### config.mk
export PLATFORM = sky130hd
export DESIGN_NAME = mdu_iter
export DESIGN_NICKNAME = d
export VERILOG_FILES = /design/src/rtl/mdu_iter.sv
export SDC_FILE = /design/constraint.sdc
export NUM_CORES = 1
export LEC_CHECK = 0
export CAP_MARGIN = 0
export CORE_ASPECT_RATIO = 1.5
export CORE_MARGIN = 2
export CORE_UTILIZATION = 53
export CTS_CLUSTER_SIZE = 8
export DETAILED_ROUTE_END_ITERATION = 8
export GPL_TIMING_DRIVEN = 0
export HOLD_SLACK_MARGIN = 0.03
export PLACE_DENSITY = 0.77
export SYNTH_ARGS = -nofsm -noshare
export SYNTH_HDL_FRONTEND = slang
export SYNTH_SLANG_ARGS = --single-unit
### constraint.sdc
create_clock -name i_clk -period 3.3 [get_ports i_clk]
set_input_delay 0.495 -clock i_clk [delete_from_list [all_inputs] [get_ports i_clk]]
set_output_delay 0.495 -clock i_clk [all_outputs]
set_load 0.01 [all_outputs]
### src/rtl/mdu_iter.sv
// Iterative HI/LO multiply/divide unit: shift-add multiply and restoring divide, one bit per cycle.
// Define MDU_DIV_EN to build the divider (DIV/DIVU); without it those functs are ignored.
module mdu_iter #(
  parameter int N    = 32,
  parameter int NSel = 6
) (
  input  logic            i_clk,
  input  logic            i_reset,
  input  logic            i_start,
  input  logic [NSel-1:0] i_funct,
  input  logic [N-1:0]    i_A,
  input  logic [N-1:0]    i_B,
  output logic            o_busy,
  output logic            o_done,
  output logic [N-1:0]    o_hi,
  output logic [N-1:0]    o_lo,
  output logic [2:0]      o_dbg_state
);
  localparam int CW = $clog2(N);
  localparam logic [NSel-1:0] F_MULT  = NSel'(6'b011000);
  localparam logic [NSel-1:0] F_MULTU = NSel'(6'b011001);
  localparam logic [NSel-1:0] F_MTHI  = NSel'(6'b010001);
  localparam logic [NSel-1:0] F_MTLO  = NSel'(6'b010011);
`ifdef MDU_DIV_EN
  localparam logic [NSel-1:0] F_DIV   = NSel'(6'b011010);
  localparam logic [NSel-1:0] F_DIVU  = NSel'(6'b011011);
`endif

  typedef enum logic [2:0] {
    S_IDLE = 3'd0,
    S_MUL  = 3'd1,
`ifdef MDU_DIV_EN
    S_DIV  = 3'd2,
`endif
    S_FIX  = 3'd3,
    S_DONE = 3'd4
  } state_e;

  state_e          state_q, state_d;
  logic [CW-1:0]   cnt_q, cnt_d;
  logic [2*N-1:0]  acc_q, acc_d;   // product, or {remainder, quotient}
  logic [2*N-1:0]  x_q, x_d;       // shifted multiplicand, or dividend in the low half
  logic [N-1:0]    y_q, y_d;       // multiplier shifting right, or divisor
  logic            neg_res_q, neg_res_d;
  logic [N-1:0]    hi_q, hi_d, lo_q, lo_d;

  logic            is_mul, sgn_op;
  logic [N-1:0]    mag_a, mag_b;
  logic [2*N-1:0]  mul_acc, prod;

  assign is_mul  = (i_funct == F_MULT) || (i_funct == F_MULTU);
  // Signed variants have funct bit 0 clear (MULT/DIV).
  assign sgn_op  = ~i_funct[0];
  assign mag_a   = (sgn_op && i_A[N-1]) ? (-i_A) : i_A;
  assign mag_b   = (sgn_op && i_B[N-1]) ? (-i_B) : i_B;
  assign mul_acc = acc_q + (y_q[0] ? x_q : '0);
  assign prod    = neg_res_q ? (-acc_q) : acc_q;

`ifdef MDU_DIV_EN
  logic            div_op_q, div_op_d;
  logic            neg_rem_q, neg_rem_d;
  logic            dz_q, dz_d;
  logic            is_div;
  logic [N-1:0]    rem, quo, rem_new;
  logic [N:0]      shifted, diff;

  assign is_div  = (i_funct == F_DIV) || (i_funct == F_DIVU);
  assign rem     = acc_q[2*N-1:N];
  assign quo     = acc_q[N-1:0];
  assign shifted = {rem, x_q[N-1]};
  assign diff    = shifted - {1'b0, y_q};
  // A borrow out of the trial subtract means the divisor did not fit: restore.
  assign rem_new = diff[N] ? shifted[N-1:0] : diff[N-1:0];
`endif

  always_ff @(posedge i_clk) begin
    if (i_reset) begin
      state_q   <= S_IDLE;
      cnt_q     <= '0;
      acc_q     <= '0;
      x_q       <= '0;
      y_q       <= '0;
      neg_res_q <= 1'b0;
      hi_q      <= '0;
      lo_q      <= '0;
`ifdef MDU_DIV_EN
      div_op_q  <= 1'b0;
      neg_rem_q <= 1'b0;
      dz_q      <= 1'b0;
`endif
    end else begin
      state_q   <= state_d;
      cnt_q     <= cnt_d;
      acc_q     <= acc_d;
      x_q       <= x_d;
      y_q       <= y_d;
      neg_res_q <= neg_res_d;
      hi_q      <= hi_d;
      lo_q      <= lo_d;
`ifdef MDU_DIV_EN
      div_op_q  <= div_op_d;
      neg_rem_q <= neg_rem_d;
      dz_q      <= dz_d;
`endif
    end
  end

  always_comb begin
    state_d   = state_q;
    cnt_d     = cnt_q;
    acc_d     = acc_q;
    x_d       = x_q;
    y_d       = y_q;
    neg_res_d = neg_res_q;
    hi_d      = hi_q;
    lo_d      = lo_q;
`ifdef MDU_DIV_EN
    div_op_d  = div_op_q;
    neg_rem_d = neg_rem_q;
    dz_d      = dz_q;
`endif
    case (state_q)
      S_IDLE: begin
        if (i_start) begin
          if (is_mul) begin
            state_d   = S_MUL;
            cnt_d     = '0;
            acc_d     = '0;
            x_d       = {{N{1'b0}}, mag_a};
            y_d       = mag_b;
            neg_res_d = sgn_op & (i_A[N-1] ^ i_B[N-1]);
`ifdef MDU_DIV_EN
            div_op_d  = 1'b0;
`endif
          end
`ifdef MDU_DIV_EN
          else if (is_div) begin
            state_d   = S_DIV;
            cnt_d     = '0;
            acc_d     = '0;
            x_d       = {{N{1'b0}}, mag_a};
            y_d       = mag_b;
            neg_res_d = sgn_op & (i_A[N-1] ^ i_B[N-1]);
            neg_rem_d = sgn_op & i_A[N-1];
            dz_d      = (i_B == '0);
            div_op_d  = 1'b1;
          end
`endif
          else if (i_funct == F_MTHI) begin
            hi_d = i_A;
          end else if (i_funct == F_MTLO) begin
            lo_d = i_A;
          end
        end
      end
      S_MUL: begin
        acc_d = mul_acc;
        x_d   = x_q << 1;
        y_d   = y_q >> 1;
        cnt_d = cnt_q + 1'b1;
        if (cnt_q == CW'(N - 1)) state_d = S_FIX;
      end
`ifdef MDU_DIV_EN
      S_DIV: begin
        acc_d = {rem_new, acc_q[N-2:0], ~diff[N]};
        x_d   = x_q << 1;
        cnt_d = cnt_q + 1'b1;
        if (cnt_q == CW'(N - 1)) state_d = S_FIX;
      end
`endif
      S_FIX: begin
        state_d = S_DONE;
`ifdef MDU_DIV_EN
        // A zero divisor leaves rem = |A|, so the normal remainder fix-up returns A.
        if (div_op_q) begin
          lo_d = dz_q ? '1 : (neg_res_q ? (-quo) : quo);
          hi_d = neg_rem_q ? (-rem) : rem;
        end else
`endif
        begin
          hi_d = prod[2*N-1:N];
          lo_d = prod[N-1:0];
        end
      end
      S_DONE:  state_d = S_IDLE;
      default: state_d = S_IDLE;
    endcase
  end

  assign o_busy      = (state_q != S_IDLE);
  assign o_done      = (state_q == S_DONE);
  assign o_hi        = hi_q;
  assign o_lo        = lo_q;
  assign o_dbg_state = state_q;
endmodule

==> results of run 1 <==
cell usage in the layout (no fill, tap or decap), drive strengths merged, types with 17 or more instances in the layout:
cell type      instances
nor3                  29
buf                   85
nand2                231
nand4                 21
nor2                 204
clkbuf               138
mux2i                 30
dfxtp                233
inv                   28
ha                    68
a22oi                 58
a31oi                 17
a21oi                228
xnor2                 94
o31ai                 27
o21ai                105
or3                   21
a211oi                59
nand3                 72
nand2b                20
and2                  74
clkdlybuf4s50        140
a21o                  39
xor2                  86
registers in the layout, summed over array words and instances (netlist names):
| signal | flops |
|---|---|
| o_hi | 32 |
| y_q | 32 |
| o_lo | 32 |
| acc_q | 64 |
| cnt_q | 5 |
| x_q | 64 |
| o_dbg_state | 3 |
| neg_res_q | 1 |
what timing repair did:
item / in CTS / in global routing
gates resized for setup: 202 / 74
pin swaps: 58 / 60
cloned: 2 / 0
buffers inserted: 43 / 25
setup endpoints to repair: 69 / 52
synth_stat cells, types with 7 or more instances:
master	count	area, um2
a22oi_1	58	435
nor3_1	29	145
a211oi_1	59	443
xor2_1	86	753
o31ai_1	27	203
or3_1	18	113
o211ai_1	8	60.1
xnor2_1	94	823
or2_2	7	43.8
a21o_1	39	293
ha_1	68	851
or4_1	10	75.1
clkbuf_1	118	443
o21a_1	8	60.1
nand2b_1	20	125
a221oi_1	14	123
nand4_1	21	131
inv_1	28	105
mux2i_1	30	300
buf_1	12	45.0
o21ai_0	104	521
a31oi_1	17	106
nor2_1	204	766
o41ai_1	13	114
nand3_1	72	360
nor2b_1	8	50.1
dfxtp_1	233	4660
and2_1	72	450
a21oi_1	228	1140
nor4_1	12	75.1
nand2_1	231	867
and3_1	10	62.6
o21bai_1	15	113
cell type report:
type                       instances  area (um2)
buffer                           115         548
clock buffer                      38         930
clock inverter                     1        8.76
fill                            2346        8610
inverter                          28         108
multi-input combinational       1636       11300
sequential                       233        4670
tap                              390         488
timing repair buffer             210        1980
routing by layer:
metal,up-vias,track usage [%]
met3,289,6.03
li1,7705,-
met4,2,27.9
met1,7972,41.9
met2,945,65.5
met5,-,0
power by group through the flow:
stage	clock network [mW]	logic, mW	registers (mW)
2_1_floorplan	0	0.193	2.89
3_3_place_gp	0	0.412	2.89
3_5_place_dp	0	0.416	2.89
4_1_cts	3.26	0.421	2.83
5_1_grt	3.37	0.456	2.83
6_report	3.27	0.434	2.83
worst max-delay path by stage:
stage                              to                start  cells after the start  slack (ns)
3_3_place_gp   acc_q[59]$_SDFFE_PP0P_  y_q[0]$_SDFFE_PP0P_                     15       -1.42
3_5_place_dp   acc_q[59]$_SDFFE_PP0P_  y_q[0]$_SDFFE_PP0P_                     15       -1.42
5_1_grt        acc_q[33]$_SDFFE_PP0P_  y_q[0]$_SDFFE_PP0P_                     16       -0.37
2_1_floorplan  acc_q[39]$_SDFFE_PP0P_  y_q[0]$_SDFFE_PP0P_                     15       -0.01
6_report       acc_q[43]$_SDFFE_PP0P_  y_q[0]$_SDFFE_PP0P_                     15       -0.34
4_1_cts        acc_q[43]$_SDFFE_PP0P_  y_q[0]$_SDFFE_PP0P_                     15       -0.20
worst reg2reg max path: cells and delay by family, from the launching register on:
| kind | cells | cell delay, ns |
|---|---|---|
| xor+xnor | 1 | 0.16 |
| fa+ha+maj | 1 | 0.26 |
| compound gates | 7 | 1.51 |
| buf+inv | 2 | 0.34 |
| simple gates | 4 | 0.90 |
| flops | 1 | 0.34 |
through the flow:
stage | hold slack, ns | setup WS (ns) | TNS, ns | cell area [um2] | total power, mW
2_1_floorplan | 0.437 | -0.0111 | -0.0111 | 15400 | 3.08
3_3_place_gp | 0.448 | -1.42 | -45.04 | 17300 | 3.30
3_5_place_dp | 0.456 | -1.42 | -46.23 | 17300 | 3.31
4_1_cts | 0.463 | -0.204 | -1.55 | 19600 | 6.51
5_1_grt | 0.478 | -0.369 | -6.05 | 20000 | 6.66
6_report | 0.461 | -0.344 | -4.19 | 20000 | 6.54
cells by family (layout without fill, tap and decap cells):
logic type	Yosys count	after routing	share of synthesized area, %
AND/OR/NAND/NOR	736	736	22.6
flip-flops	233	233	30.3
adder cells (fa/ha/maj)	69	69	5.65
multiplexers	30	30	1.95
XOR/XNOR	180	180	10.2
buffers and inverters	163	392	4.01
AO/OA/AOI/OAI	621	621	25.3
==> run_results.csv, run 1 <==
group,metric,value,unit
status,status,"finished, violations left",
status,violations,"negative setup slack",
die,core_area,28600,um2
die,die_area,30500,um2
final_layout,fin_util,69.9,%
detailed_routing,highest_layer,"met5",
timing,worst_pin_slew,1.00,ns
clocking,cts_htree_levels,2,
detailed_routing,wl_met2,28900,um
detailed_routing,drc,0,
global_route,grt_pass1_wl,88900,um
timing,rsz0062_at_grt,"yes",
detailed_routing,drt_iter0_drc,1487,
worst_setup_path,reg2reg_setup_slack,-0.34,ns
global_route,track_usage,38.0,%
synth,synthArstFlopShare,0,%
synth,ys_seq_area_share,30.3,%
clocking,cts_tree,"yes",
worst_setup_path,critPathBufInv,2,
global_route,grt_max_degree,11,
power_and_ir_drop,seqPwrFrac,43.3,%
timing,timing.final.ws_setup,-0.344,ns
power_and_ir_drop,clockPowerShare,50.0,%
detailed_routing,drtAntennaViolNets,0,
synth,synth_fp_nets,2174,
final_layout,layout-drive-gt1-share,13.2,%
power_and_ir_drop,leakage,7.41,nW
die,start_util,53.8,%
clocking,cts-root-buf,"clkbuf_16",
worst_setup_path,setup.worst_path.end_class,"flop",
worst_setup_path,worstPathRequired,3.69,ns
worst_setup_path,path_cells,"clkbuf_16 -> clkbuf_16 -> and2_4 -> ha_4 -> a21oi_2 -> nand2_2 -> o21a_4 -> a2111oi_4 -> and4bb_2 -> or3_4 -> a21oi_4 -> o31ai_4 -> a31oi_2 -> xnor2_1 -> o21ai_1",
detailed_routing,wirelength,59900,um
worst_setup_path,crit_family,"compound AO/OA/AOI/OAI gates",
worst_setup_path,cp-start-kind,"flop",
synth,ys.flop_type,"dfxtp_1",
power_and_ir_drop,combPwrFrac,6.6,%
synth,netlist_instances,2032,
worst_setup_path,critical_path.max_stage_delay,0.46,ns
synth,syn_area,15400,um2
clocking,clock_latency,0.52,ns
detailed_routing,drtPass1Iterations,6,
worst_setup_path,cp.arrival,4.03,ns
placed_design,gp_congestion,1.03,
timing,min_period_over_period,110,%
synth,yosysUniqueCellTypes,68,
placed_design,port_buffers,140,
placed_design,dpl.cell_count,2562,
final_layout,syn_to_final_growth,29.9,%
timing,setup-violations-final,27,
worst_setup_path,crit_slowest_cell,"a2111oi_4",
worst_hold_path,hold_depth,2,
detailed_routing,drt-wirelength-per-cell,22.6,um
timing,max_freq,0.274,GHz
placed_design,hpwl,44200,um
detailed_routing,vias_per_cell,6.38,
worst_setup_path,r2r_cells,15,
worst_setup_path,regToRegEndpoint,"acc_q[43]$_SDFFE_PP0P_",
clocking,path_clk_slew,0.05,ns
timing,final-hold-violation-count,0,
power_and_ir_drop,switching_share,24.1,%
die,die-width,143,um
detailed_routing,wl_met1,20900,um
worst_hold_path,hold_start,"x_q[44]$_SDFFE_PP0P_",
synth,avgSynthCellArea,7.58,um2
clocking,max-clock-path-buffers,3,
worst_setup_path,worstPathMaxFanout,8,
final_layout,antenna_cells,0,
clocking,ctsHoldBuffers,0,
die,core.rowCount,76,
timing,skew,0.0245,ns
detailed_routing,dr_total_vias,16900,
power_and_ir_drop,vdd_drop_max,0.341,mV
power_and_ir_drop,p_int,4.96,mW
global_route,grt.overflow.total,0,
flow_run,max-cap-violations,0,
final_layout,layout.nets,2401,
synth,ys_seq_elements,233,
synth,ys.warnings.count,0,
clocking,cts_buffers,35,
die,io_pins,142,
timing,drv_slew,0,
clocking,clock-sinks,233,
worst_hold_path,hold_end,"x_q[45]$_SDFFE_PP0P_",
worst_setup_path,cp_common_cell,"clkbuf_16",
worst_setup_path,crit_type,"flop to flop",
worst_hold_path,min_path_type,"flop to flop",
timing,period_needed,3.64,ns
timing,maxSlewHeadroom,32.8,%
global_route,grt_pass1_vias,16100,
power_and_ir_drop,power_density,327,nW/um2
power_and_ir_drop,power.switching,1.58,mW
detailed_routing,met3RoutedLength,4900,um
global_route,antenna_found_initial,2,
synth,synth_edf_count,0,
worst_setup_path,reg2reg_from,"y_q[0]$_SDFFE_PP0P_",
final_layout,final_cells,2651,
die,die_h,213,um
No activity file was read; power rests on OpenSTA's default activity.
==> run 2: changes to the inputs <==
--- a/config.mk
+++ b/config.mk
@@ -7,13 +7,13 @@
 export LEC_CHECK = 0
 export CAP_MARGIN = 0
 export CORE_ASPECT_RATIO = 1.5
-export CORE_MARGIN = 2
-export CORE_UTILIZATION = 53
+export CORE_MARGIN = 5
+export CORE_UTILIZATION = 54
 export CTS_CLUSTER_SIZE = 8
 export DETAILED_ROUTE_END_ITERATION = 8
 export GPL_TIMING_DRIVEN = 0
 export HOLD_SLACK_MARGIN = 0.03
-export PLACE_DENSITY = 0.77
+export PLACE_DENSITY = 0.76
 export SYNTH_ARGS = -nofsm -noshare
 export SYNTH_HDL_FRONTEND = slang
 export SYNTH_SLANG_ARGS = --single-unit
==> constraint.sdc (replaced) <==
create_clock -name i_clk -period 4.7 [get_ports i_clk]
set_input_delay 0.705 -clock i_clk [delete_from_list [all_inputs] [get_ports i_clk]]
set_output_delay 0.705 -clock i_clk [all_outputs]
set_load 0.01 [all_outputs]
==> run 2 against run 1 <==
Compared with the run above:
- the flow now finishes without violations
- worst setup slack improved by 0.37 ns
- die area rose by 5.3%
- final area decreased by 8.9%
- fmax down 22%
- clock power fell by 31%
- sequential cell count unchanged
- hold slack got worse by 0.0072 ns
- combinational power is 30% lower
- sequential share of layout area rose by 2.2 points
- global-route usage decreased by 2.4 points
- final cell count down 3.4%
- largest cell class unchanged
- largest power group unchanged
- highest routed layer is now met4
==> run_results.csv, run 2 (same netlist as run 1, synthesis figures left out) <==
group,metric,value,unit
status,status,"complete, no violations",
final_layout,fillerInstances,2523,
final_layout,reg_top3,"acc_q (64), x_q (64)",
detailed_routing,vias_per_cell,6.37,
clocking,cts-root-buf,"clkbuf_16",
power_and_ir_drop,power_density,249,nW/um2
power_and_ir_drop,vdd_drop_max,0.371,mV
final_layout,layout.nets,2353,
die,die_h,217,um
worst_setup_path,regToRegEndpoint,"acc_q[57]$_SDFFE_PP0P_",
timing,worst_pin_slew,1.18,ns
clocking,path_clk_slew,0.05,ns
worst_setup_path,critical_path.max_stage_delay,0.46,ns
worst_setup_path,cp-start-kind,"flop",
power_and_ir_drop,leakage,6.96,nW
clocking,cts_buffers,35,
worst_setup_path,worstPathMaxFanout,10,
detailed_routing,drt_iter0_drc,1259,
placed_design,gp_congestion,1.01,
placed_design,dp_slack,-0.962,ns
worst_setup_path,crit_slowest_cell,"dfxtp_1",
clocking,clock-sinks,233,
detailed_routing,drc,0,
final_layout,final_cells,2561,
worst_setup_path,worstPathRequired,5.09,ns
global_route,grt_max_degree,11,
worst_setup_path,reg2reg_setup_slack,0.03,ns
die,core.rowCount,75,
worst_setup_path,path_cells,"clkbuf_4 -> clkbuf_2 -> and2_1 -> ha_1 -> a21oi_1 -> o21ai_0 -> a221o_1 -> a211oi_4 -> a2bb2oi_1 -> o221ai_1 -> o22a_1 -> a21o_1 -> a21oi_1 -> xnor2_1 -> o21ai_0",
global_route,antenna_found_initial,1,
timing,maxSlewHeadroom,20.4,%
worst_hold_path,min_path_type,"flop to flop",
global_route,track_usage,35.5,%
die,die_area,32100,um2
timing,skew,0.0141,ns
placed_design,hpwl,46300,um
timing,final-hold-violation-count,0,
final_layout,final_cell_mix,"dfxtp_1 (233), nand2_1 (231), a21oi_1 (228), nor2_1 (204), clkdlybuf4s50_1 (140)",
global_route,grt.busiest_layer,"met2",
worst_setup_path,setup.worst_path.end,"acc_q[57]$_SDFFE_PP0P_",
final_layout,antenna_cells,0,
worst_setup_path,cp.arrival,5.06,ns
placed_design,dpl.cell_count,2518,
worst_setup_path,crit_type,"flop to flop",
global_route,grt.overflow.total,0,
global_route,grt_pass1_wl,88700,um
worst_setup_path,r2r_cells,15,
die,start_util,54.9,%
detailed_routing,drtAntennaViolNets,0,
final_layout,layout-drive-gt1-share,3.61,%
detailed_routing,drtPass1Iterations,6,
detailed_routing,dr_total_vias,16300,
worst_setup_path,setup.worst_path.end_class,"flop",
timing,min_period_over_period,99.4,%
detailed_routing,wirelength,59400,um
timing,hold_ws,0.454,ns
clocking,clock_latency,0.53,ns
timing,drv_slew,0,
worst_setup_path,reg2reg_from,"y_q[0]$_SDFFE_PP0P_",
timing,setup-violations-final,0,
final_layout,fin_util,65.0,%
timing,timing.final.ws_setup,0.0289,ns
timing,period_needed,4.67,ns
global_route,met3_usage,5.60,%
worst_setup_path,worst-path-stages,15,
global_route,grt_pass1_vias,15700,
global_route,grtUsageMet2,61.8,%
flow_run,max-cap-violations,0,
clocking,cts_tree,"yes",
timing,max_freq,0.214,GHz
final_layout,layout_commonest_cell,"dfxtp_1",
worst_setup_path,critPathLaunch,"y_q[0]$_SDFFE_PP0P_",
global_route,met1_usage,39.2,%
clocking,max-clock-path-buffers,3,
detailed_routing,drt-wirelength-per-cell,23.2,um
placed_design,port_buffers,140,
die,die-width,148,um
clocking,cts_htree_levels,2,
timing,rsz0062_at_grt,"no",
worst_setup_path,crit_family,"compound AO/OA/AOI/OAI gates",
die,io_pins,142,
final_layout,syn_to_final_growth,18.4,%
die,core_area,28100,um2
worst_setup_path,critPathBufInv,2,
timing,fin_setup_tns,0,ns
==> run 2: cell count changes in the layout (fill, tap and decap cells not counted), moves of 16 or more <==
cell,change
a21oi_1,+16
and2_4,-16
o21ai_0,+30
ha_1,+37
ha_4,-35
o21ai_1,-25
clkbuf_1,+25
buf_4,-55
==> run 2: timing repair <==
| action | CTS | global route |
|---|---|---|
| gates cloned | 0 | 0 |
| pin swaps | 1 | 0 |
| hold buffers | 0 | 0 |
| endpoints found under the setup margin | 25 | 15 |
| resized for setup | 9 | 8 |
| setup buffers | 2 | 0 |
==> run 2: final cells by class <==
cell class	count	area, um2	area share [%]
plain buffers	135	520	2.85
clock inverters	4	33.8	0.185
well taps	346	433	2.37
multi-input cells	1636	10200	55.8
inverters	28	105	0.576
clock buffers	37	883	4.84
flip-flops and latches	233	4660	25.6
repair buffers	142	1420	7.77
==> run 2: worst reg2reg max path, stage by stage, from the launching register on <==
cell and delay [ns]:
dfxtp_1 0.46, clkbuf_4 0.33, clkbuf_2 0.27, and2_1 0.16
ha_1 0.29, a21oi_1 0.19, o21ai_0 0.24, a221o_1 0.39
a211oi_4 0.45, a2bb2oi_1 0.41, o221ai_1 0.33, o22a_1 0.30
a21o_1 0.24, a21oi_1 0.24, xnor2_1 0.15, o21ai_0 0.09
==> run 2: worst min-delay path by stage <==
stage,startpoint,to,slack [ns],cells after the start
5_1_grt,x_q[60]$_SDFFE_PP0P_,x_q[61]$_SDFFE_PP0P_,0.48,2
4_1_cts,y_q[31]$_SDFFE_PP0P_,y_q[31]$_SDFFE_PP0P_,0.46,2
3_5_place_dp,y_q[31]$_SDFFE_PP0P_,y_q[31]$_SDFFE_PP0P_,0.45,2
6_report,x_q[62]$_SDFFE_PP0P_,x_q[63]$_SDFFE_PP0P_,0.45,2
3_3_place_gp,x_q[62]$_SDFFE_PP0P_,x_q[63]$_SDFFE_PP0P_,0.45,2
2_1_floorplan,y_q[31]$_SDFFE_PP0P_,y_q[31]$_SDFFE_PP0P_,0.44,2
==> run 2: layer usage <==
metal,routed length (um),vias up
met2,28600,808
met1,21000,7639
met3,4670,254
met5,0,-
met4,5110,0
li1,-,7600
==> run 2: power by group <==
group | leakage (nW) | internal, mW | switching (mW)
sequential | 1.88 | 1.99 | 0.00530
combinational | 4.64 | 0.118 | 0.186
clock | 0.447 | 1.32 | 0.918
total | 6.96 | 3.43 | 1.11
==> run 2: metrics by stage <==
stage	power [mW]	instance area, um2
after global routing	4.65	18200
after detailed placement	2.32	17200
after CTS	4.55	18200
after floorplan	2.17	15400
after global placement	2.32	17200
final	4.54	18200
